### src/rtl/ifu.sv
`timescale 1ns/1ps
// ifu: instruction fetch unit. Owns the fetch PC, issues word reads to
// instruction memory, buffers returned words in an in-order queue and hands
// them to the decoder. Redirects flush everything in flight and buffered.
//
// Handshakes: a transfer happens on a rising edge where valid && ready are
// both high; valid may be withdrawn only by a redirect, and request fields
// hold while valid && !ready. Responses have no backpressure.
module ifu #(
    parameter logic [31:0] RESET_PC = 32'h8000_0000,
    parameter int          DEPTH    = 2
) (
    input  logic        clk,
    input  logic        rst_n,
    output logic        imem_req_valid,
    input  logic        imem_req_ready,
    output logic [31:0] imem_req_addr,
    input  logic        imem_rsp_valid,
    input  logic [31:0] imem_rsp_data,
    input  logic        imem_rsp_err,
    input  logic        redirect_valid,
    input  logic [31:0] redirect_pc,
    output logic        instr_valid,
    input  logic        instr_ready,
    output logic [31:0] instr,
    output logic [31:0] instr_pc,
    output logic        instr_fault,
    output logic [1:0]  dbg_state
);

    localparam int          PW      = $clog2(DEPTH);
    localparam int          CW      = PW + 1;
    localparam logic [CW:0] DEPTH_W = (CW + 1)'(DEPTH);
    localparam logic [31:0] NOP     = 32'h0000_0013;

    typedef enum logic [1:0] {
        ST_BOOT = 2'd0,
        ST_RUN  = 2'd1,
        ST_HALT = 2'd2
    } state_t;

    typedef struct packed {
        logic        fault;
        logic [31:0] pc;
        logic [31:0] word;
    } entry_t;

    state_t        r_state;
    logic [31:0]   r_fetch_pc;
    logic [31:0]   r_rsp_pc;
    logic [CW-1:0] r_inflight;
    logic [CW-1:0] r_drop;
    logic [CW-1:0] r_count;
    logic [PW-1:0] r_wr_ptr;
    logic [PW-1:0] r_rd_ptr;
    entry_t        r_mem [DEPTH];

    logic          w_credit;
    logic          w_fire;
    logic          w_accept;
    logic          w_misalign;
    logic          w_pop;
    logic [CW-1:0] w_inflight_nxt;
    logic          w_wr_en;
    logic [PW-1:0] w_wr_idx;
    entry_t        w_wr_data;
    entry_t        w_head;

    // Credit counts both in-flight requests and buffered words, so every
    // response always has a queue slot waiting for it.
    assign w_credit       = ({1'b0, r_inflight} + {1'b0, r_count}) < DEPTH_W;
    assign imem_req_valid = (r_state == ST_RUN) && !redirect_valid && w_credit;
    assign imem_req_addr  = r_fetch_pc;
    assign w_fire         = imem_req_valid && imem_req_ready;
    assign w_inflight_nxt = r_inflight + CW'(w_fire) - CW'(imem_rsp_valid);
    assign w_accept       = imem_rsp_valid && !redirect_valid && (r_drop == '0);
    assign w_misalign     = redirect_valid && (redirect_pc[1:0] != 2'b00);

    assign instr_valid = (r_count != '0) && !redirect_valid;
    assign w_pop       = instr_valid && instr_ready;
    assign w_head      = r_mem[r_rd_ptr];
    assign instr       = (r_count != '0) ? w_head.word  : 32'h0;
    assign instr_pc    = (r_count != '0) ? w_head.pc    : 32'h0;
    assign instr_fault = (r_count != '0) ? w_head.fault : 1'b0;
    assign dbg_state   = r_state;

    // A misaligned redirect writes its fault marker into slot 0 of the
    // freshly flushed queue; otherwise accepted responses go to the tail.
    assign w_wr_en  = w_misalign || w_accept;
    assign w_wr_idx = w_misalign ? '0 : r_wr_ptr;
    always_comb begin
        w_wr_data = '0;
        if (w_misalign) begin
            w_wr_data = '{fault: 1'b1, pc: redirect_pc, word: NOP};
        end else begin
            w_wr_data = '{fault: imem_rsp_err, pc: r_rsp_pc,
                          word: imem_rsp_err ? NOP : imem_rsp_data};
        end
    end

    // Queue storage: data only, validity is tracked by the pointers.
    always_ff @(posedge clk) begin
        if (w_wr_en) begin
            r_mem[w_wr_idx] <= w_wr_data;
        end
    end

    // Control state: FSM, PCs, in-flight/drop bookkeeping and queue pointers.
    always_ff @(posedge clk) begin
        if (!rst_n) begin
            r_state    <= ST_BOOT;
            r_fetch_pc <= RESET_PC;
            r_rsp_pc   <= RESET_PC;
            r_inflight <= '0;
            r_drop     <= '0;
            r_count    <= '0;
            r_wr_ptr   <= '0;
            r_rd_ptr   <= '0;
        end else begin
            r_inflight <= w_inflight_nxt;
            if (redirect_valid) begin
                // Everything still in flight is stale, including any beat
                // arriving this very cycle (already excluded by the decrement).
                r_drop     <= w_inflight_nxt;
                r_fetch_pc <= redirect_pc;
                r_rsp_pc   <= redirect_pc;
                r_rd_ptr   <= '0;
                if (w_misalign) begin
                    r_wr_ptr <= PW'(1);
                    r_count  <= CW'(1);
                    r_state  <= ST_HALT;
                end else begin
                    r_wr_ptr <= '0;
                    r_count  <= '0;
                    r_state  <= ST_RUN;
                end
            end else begin
                if (w_fire) begin
                    r_fetch_pc <= r_fetch_pc + 32'd4;
                end
                if (imem_rsp_valid && (r_drop != '0)) begin
                    r_drop <= r_drop - CW'(1);
                end else if (w_accept && imem_rsp_err) begin
                    r_drop <= w_inflight_nxt;
                end
                if (w_accept) begin
                    r_rsp_pc <= r_rsp_pc + 32'd4;
                    r_wr_ptr <= r_wr_ptr + PW'(1);
                end
                if (w_pop) begin
                    r_rd_ptr <= r_rd_ptr + PW'(1);
                end
                r_count <= r_count + CW'(w_accept) - CW'(w_pop);
                case (r_state)
                    ST_BOOT: r_state <= ST_RUN;
                    ST_RUN:  if (w_accept && imem_rsp_err) r_state <= ST_HALT;
                    default: r_state <= ST_HALT;
                endcase
            end
        end
    end

endmodule

### config.mk
export PLATFORM = sky130hd
export DESIGN_NAME = ifu
export DESIGN_NICKNAME = d
export VERILOG_FILES = /design/src/rtl/ifu.sv
export SDC_FILE = /design/constraint.sdc
export NUM_CORES = 1
export LEC_CHECK = 0
export ABC_AREA = 0
export CORE_ASPECT_RATIO = 0.7
export CORE_MARGIN = 2
export CORE_UTILIZATION = 43
export CTS_BUF_LIST = sky130_fd_sc_hd__clkbuf_16
export DETAILED_ROUTE_END_ITERATION = 16
export GPL_ROUTABILITY_DRIVEN = 0
export PLACE_DENSITY_LB_ADDON = 0.05
export RECOVER_POWER = 25
export SLEW_MARGIN = 30
export SYNTH_ARGS = -nofsm -noshare
export SYNTH_HDL_FRONTEND = slang
export SYNTH_SLANG_ARGS = --single-unit
### constraint.sdc
create_clock -name clk -period 12.5 [get_ports clk]
set_input_delay 2.5 -clock clk [delete_from_list [all_inputs] [get_ports clk]]
set_output_delay 2.5 -clock clk [all_outputs]
set_load 0.005 [all_outputs]
==> impl_metrics.toml, run 1 <==
[timing]
fmaxAchievable_mhz = 127
min_period_over_period_pct = 62.9
rsz0062_at_grt = "false"
setup_violations = 0
fin_skew_ns = 0.0125
fin_ws_ns = 4.64
holdWs_ns = 0.459
min_period_ns = 7.86
drv_slew = 153
tightest_slew_ns = 3.22
tns_ns = 0
slew_headroom_pct = -115
hold_violations = 0

[setup_path]
crit_required_ns = 10.00
path_class = "in2out"
crit_path_max_fanout = 39
start_kind = "primary input"
end_kind = "primary output"
cp.arrival_ns = 5.36

[synth]
synthArstFlopShare_pct = 0
synth_edf_count = 130
yosys_warnings = 0
synthDistinctLibCells = 59
synth_area_um2 = 9510
synth_top_area_share_pct = 41.0
yosysSeqAreaShare_pct = 56.8
synth_ff_type = "edfxtp_1"
ys_seq_elements = 205
syn-mean-instance-area_um2 = 11.3
ys_top_cells_by_area = "edfxtp_1 (41%), dfxtp_1 (16%), mux2i_1 (7.0%)"
syn_nets = 918
synthCells = 839
synth.largest_area_cell = "edfxtp_1"

[run]
maxCapViolCount = 3

[global_routing]
grt_antenna_before_repair = 0
grt_overflow = 0
use_met1_pct = 29.5
grt_pass1_vias = 6559
use_met3_pct = 3.09
grt_max_degree = 77
grt_use_total_pct = 19.9
gr-max-usage-layer = "met2"
grt_pass1_wl_um = 36700
grt_util_met2_pct = 31.1

[clock_network]
cts_root_buf = "clkbuf_16"
cts_hold_buf = 0
cts_resized = 0
clk_pin_slew_worst_paths_ns = 0.06
clock_latency_ns = 0.50
numCtsBuffers = 22
cts.sinks = 205
cts_tree = "yes"
htree_num_levels = 1
cts_setup_buffers = 0
clockBufferDepth = 3

[run_status]
status = "finished, violations left"
violations = "max-capacitance violations, max-slew violations"

[power_and_ir_drop]
p_comb_share_pct = 13.3
swShare_pct = 24.2
p_switching_uw = 397
p_per_area_nw_per_um2 = 135
power.share.sequential_pct = 48.8
clock_power_share_pct = 37.9
peakVddDrop_mv = 0.0934
p_leak_nw = 4.26
p_int_mw = 1.25

[route]
via_per_inst = 5.38
drtPass1Iterations = 5
drc = 0
drt-total-wl_um = 23600
dr.first_iter.drc_count = 451
ant_nets = 0
avgRoutedWirePerCell_um = 18.2
vias = 6962

[placement]
hpwl_um = 15500
dp_cells = 1255
portBuffers = 171
dpl_worst_slack_ns = 5.97

[worst_hold_path]
hold_path.class = "reg2reg"

[floorplan]
dieArea_um2 = 23300
core_area_um2 = 21700
die_h_um = 128
die_x_um = 182
initial_core_util_pct = 43.9
rows = 45
io_pins = 172

[layout]
fin_cells = 1295
area_growth_pct = 28.0
antennaDiodeCount = 0
postLayoutCoreUtil_pct = 56.2
drive_gt1_share_pct = 7.01
final_nets = 1076
final_common_cell = "clkdlybuf4s50_1"
mostFrequentLayoutCells = "clkdlybuf4s50_1 (136), edfxtp_1 (130), nor2_1 (103)"
nFillCells = 1877
metrics by stage:
| step | cell area [um^2] | total power, mW |
|---|---|---|
| 2_1_floorplan | 9510 | 0.927 |
| 3_3_place_gp | 11500 | 1.04 |
| 3_5_place_dp | 11500 | 1.04 |
| 4_1_cts | 12200 | 1.67 |
| 5_1_grt | 12200 | 1.71 |
| 6_report | 12200 | 1.64 |
synth_stat cells (2+ instances only):
cell type / n
nand2_1: 54
mux2i_1: 67
a211oi_1: 10
buf_2: 2
nor4_2: 4
a221oi_1: 2
clkbuf_1: 34
nor4_4: 2
nor2b_1: 2
nand3_1: 26
a22oi_1: 4
o311ai_0: 2
nor4_1: 4
dfxtp_1: 75
nand4_1: 21
and3_1: 9
a31oi_1: 15
xnor2_1: 15
inv_1: 14
nor3_2: 2
buf_1: 5
and4_1: 10
mux2_2: 35
and2_1: 36
o21ai_0: 29
nor3_1: 5
or3_1: 2
edfxtp_1: 130
ha_1: 7
or4_1: 3
a222oi_1: 2
a21oi_1: 47
nand3_2: 3
xor2_1: 26
nor2_1: 104
nand2b_1: 4
clkbuf_8: 3
o31ai_1: 2
nand4b_1: 2
final cells by class:
type                    instances  area, um^2  area share, %
clock inverters                16        96.3          0.791
inverters                      16        67.6          0.555
flip-flops and latches        205        5410           44.4
clock buffers                  24         601           4.93
repair buffers                181        1780           14.6
well taps                     282         353           2.90
multi-input cells             571        3870           31.8
path summary, 6_finish.rpt:
check / slack, ns / start / cells after the start / endpoint
worst max-delay path: 4.64 / redirect_valid / 5 / imem_req_valid
worst min-delay path: 0.46 / r_rsp_pc[0] / 2 / r_rsp_pc[0]
worst max register to register: 8.58 / r_count[0] / 13 / r_drop[1]
worst min register to register: 0.46 / r_rsp_pc[0] / 2 / r_rsp_pc[0]
sequential cells by signal, summed over array words and instances, names as in the netlist, 2 cells and up, named ones only:
name	flops
r_drop	2
dbg_state	2
imem_req_addr	32
r_inflight	2
r_rsp_pc	32
r_mem	130
r_count	2
cells by family (layout without fill, tap and decap cells):
kind of cell,after synthesis,in the layout,synth area share [%]
multiplexers,102,102,11.2
AND/OR/NAND/NOR,298,298,16.4
adder cells (fa/ha/maj),8,8,1.13
AO/OA/AOI/OAI,122,122,7.60
XOR/XNOR,41,41,3.77
buffers and inverters,63,237,3.06
flip-flops,205,205,56.8
worst max-delay path, cell delays in order:
cell	delay [ns]
dlygate4sd3_1	0.52
clkbuf_1	1.41
inv_1	0.24
and2_1	0.24
clkdlybuf4s50_1	0.43
power groups by stage:
stage	registers, mW	clock network, mW	logic [mW]
2_1_floorplan	0.811	0	0.117
3_5_place_dp	0.816	0	0.224
4_1_cts	0.802	0.639	0.226
3_3_place_gp	0.815	0	0.224
5_1_grt	0.807	0.663	0.241
6_report	0.802	0.623	0.219
metal layers:
metal	share of wire, %	routed length [um]
met4	1.6	382
met3	5.5	1280
met5	0	0
met2	44	10400
met1	49	11500
(Power assumes the default switching activity.)
==> run 2: changes to the inputs <==
==> constraint.sdc (replaced) <==
create_clock -name clk -period 7.9 [get_ports clk]
set_input_delay 1.58 -clock clk [delete_from_list [all_inputs] [get_ports clk]]
set_output_delay 1.58 -clock clk [all_outputs]
set_load 0.005 [all_outputs]
==> run 2 against run 1 <==
- the run still ends with max-capacitance violations, max-slew violations left
- final area is 0.10% lower
- via count rose by 0.20%
- critical path type unchanged
- worst hold slack got worse by 0.0012 ns
- first-iteration DRC count is 20% higher
- core utilization is 0.058 points lower
- worst setup slack worse by 2.5 ns
- largest cell class unchanged
- register-to-register slack got worse by 3.9 ns
- total power grew 58%
- flip-flop and latch count unchanged
- die area stayed put
==> impl_metrics.toml, run 2 (same netlist as run 1, synthesis figures left out) <==
[run_status]
status = "finished, violations left"
violations = "max-capacitance violations, max-slew violations"

[timing]
setup_violations = 0
hold_violations = 0
slew_headroom_pct = -39.8
rsz0062_at_grt = "false"
fin_skew_ns = 0.00968
min_period_ns = 5.77
tightest_slew_ns = 2.10
fmaxAchievable_mhz = 173
drv_slew = 127
tns_ns = 0
min_period_over_period_pct = 73.1

[placement]
hpwl_um = 15800
dp_cells = 1256
portBuffers = 171

[setup_path]
path_class = "in2out"
start_kind = "primary input"
cp.arrival_ns = 4.19
crit_required_ns = 6.32
crit_path_max_fanout = 38
end_kind = "primary output"

[layout]
antennaDiodeCount = 0
regMostFlops = "r_mem"
drive_gt1_share_pct = 6.33
regArea_um2 = 5410
largest_reg_flops = 130
multi_input_area_um2 = 3890
fin_cells = 1293
postLayoutCoreUtil_pct = 56.1
nFillCells = 1908
area_growth_pct = 27.9
final_nets = 1076
final_common_cell = "clkdlybuf4s50_1"
mostFrequentLayoutCells = "clkdlybuf4s50_1 (138), edfxtp_1 (130), nor2_1 (103)"

[global_routing]
grt_max_degree = 67
grt_antenna_before_repair = 1
grt_overflow = 0
grt_use_total_pct = 20.1
grt_pass1_vias = 6465
grt_pass1_wl_um = 37000

[clock_network]
numCtsBuffers = 21
cts_resized = 0
clk_pin_slew_worst_paths_ns = 0.06
cts_tree = "yes"
clock_latency_ns = 0.49
cts_setup_buffers = 0
cts_root_buf = "clkbuf_16"
cts.sinks = 205
clockBufferDepth = 3
htree_num_levels = 1
cts_hold_buf = 0

[floorplan]
dieArea_um2 = 23300
die_h_um = 128
core_area_um2 = 21700
rows = 45
io_pins = 172
initial_core_util_pct = 43.9
die_x_um = 182

[route]
dr.first_iter.drc_count = 540
drc = 0
drtPass1Iterations = 5
avgRoutedWirePerCell_um = 18.3
vias = 6976
via_per_inst = 5.40
ant_nets = 0
drt-total-wl_um = 23600

[power_and_ir_drop]
p_leak_nw = 4.24
peakVddDrop_mv = 0.133
p_per_area_nw_per_um2 = 213

[worst_hold_path]
hold_path.class = "reg2reg"

[run]
maxCapViolCount = 3
==> run 2: cell types whose count changed in the layout (fill, tap and decap cells not counted), sizes merged, moves of 2 or more <==
cell           delta
clkinv            +4
clkdlybuf4s50     +2
clkbuf            -2
bufinv            +2
dlygate4sd3       -2
inv               -7
==> run 2: worst max-delay path: stages <==
cell	delay, ns
dlygate4sd3_1	0.54
clkbuf_1	1.36
nor2_1	0.16
clkdlybuf4s50_1	0.52
==> run 2: power breakdown <==
part | leakage (nW) | total [mW] | internal (mW) | switching (mW)
sequential | 1.87 | 1.27 | 1.22 | 0.0451
combinational | 2.04 | 0.346 | 0.171 | 0.176
clock | 0.336 | 0.975 | 0.578 | 0.397
total | 4.24 | 2.59 | 1.97 | 0.618
==> run 2: cell type report <==
class                           count  area share, %
Inverter                           16          0.555
Tap cell                          282           2.90
Timing Repair Buffer              182           14.6
Clock buffer                       21           4.32
Sequential cell                   205           44.5
Clock inverter                     16           1.17
Multi-Input combinational cell    571           32.0
==> run 2: path summary, 6_finish.rpt <==
kind,startpoint,endpoint,slack [ns],cells past startpoint
worst max-delay path,redirect_valid,instr_valid,2.13,4
worst min register to register,imem_req_addr[1],imem_req_addr[1],0.46,2
worst min-delay path,imem_req_addr[1],imem_req_addr[1],0.46,2
worst max register to register,r_count[0],r_drop[1],4.68,13
==> run 2: layer usage <==
| layer | track usage (%) | vias to the layer above | share of wire (%) | routed length, um |
|---|---|---|---|---|
| met2 | 30.1 | 203 | 43 | 10200 |
| li1 | - | 3378 | - | - |
| met4 | 3.87 | 0 | 1.6 | 382 |
| met1 | 30.9 | 3369 | 50 | 11700 |
| met3 | 3.28 | 26 | 5.7 | 1340 |
| met5 | 0 | - | 0 | 0 |
==> run 2: metrics by stage <==
stage                     power (mW)  instance area (um^2)  hold WS, ns  setup WS, ns
after floorplan                 1.47                  9510        0.437         0.729
final                           2.59                 12200        0.458          2.13
after global placement          1.64                 11500        0.441          2.93
after global routing            2.71                 12200        0.470          1.96
after detailed placement        1.65                 11500        0.453          2.92
after CTS                       2.62                 12200        0.461          2.91
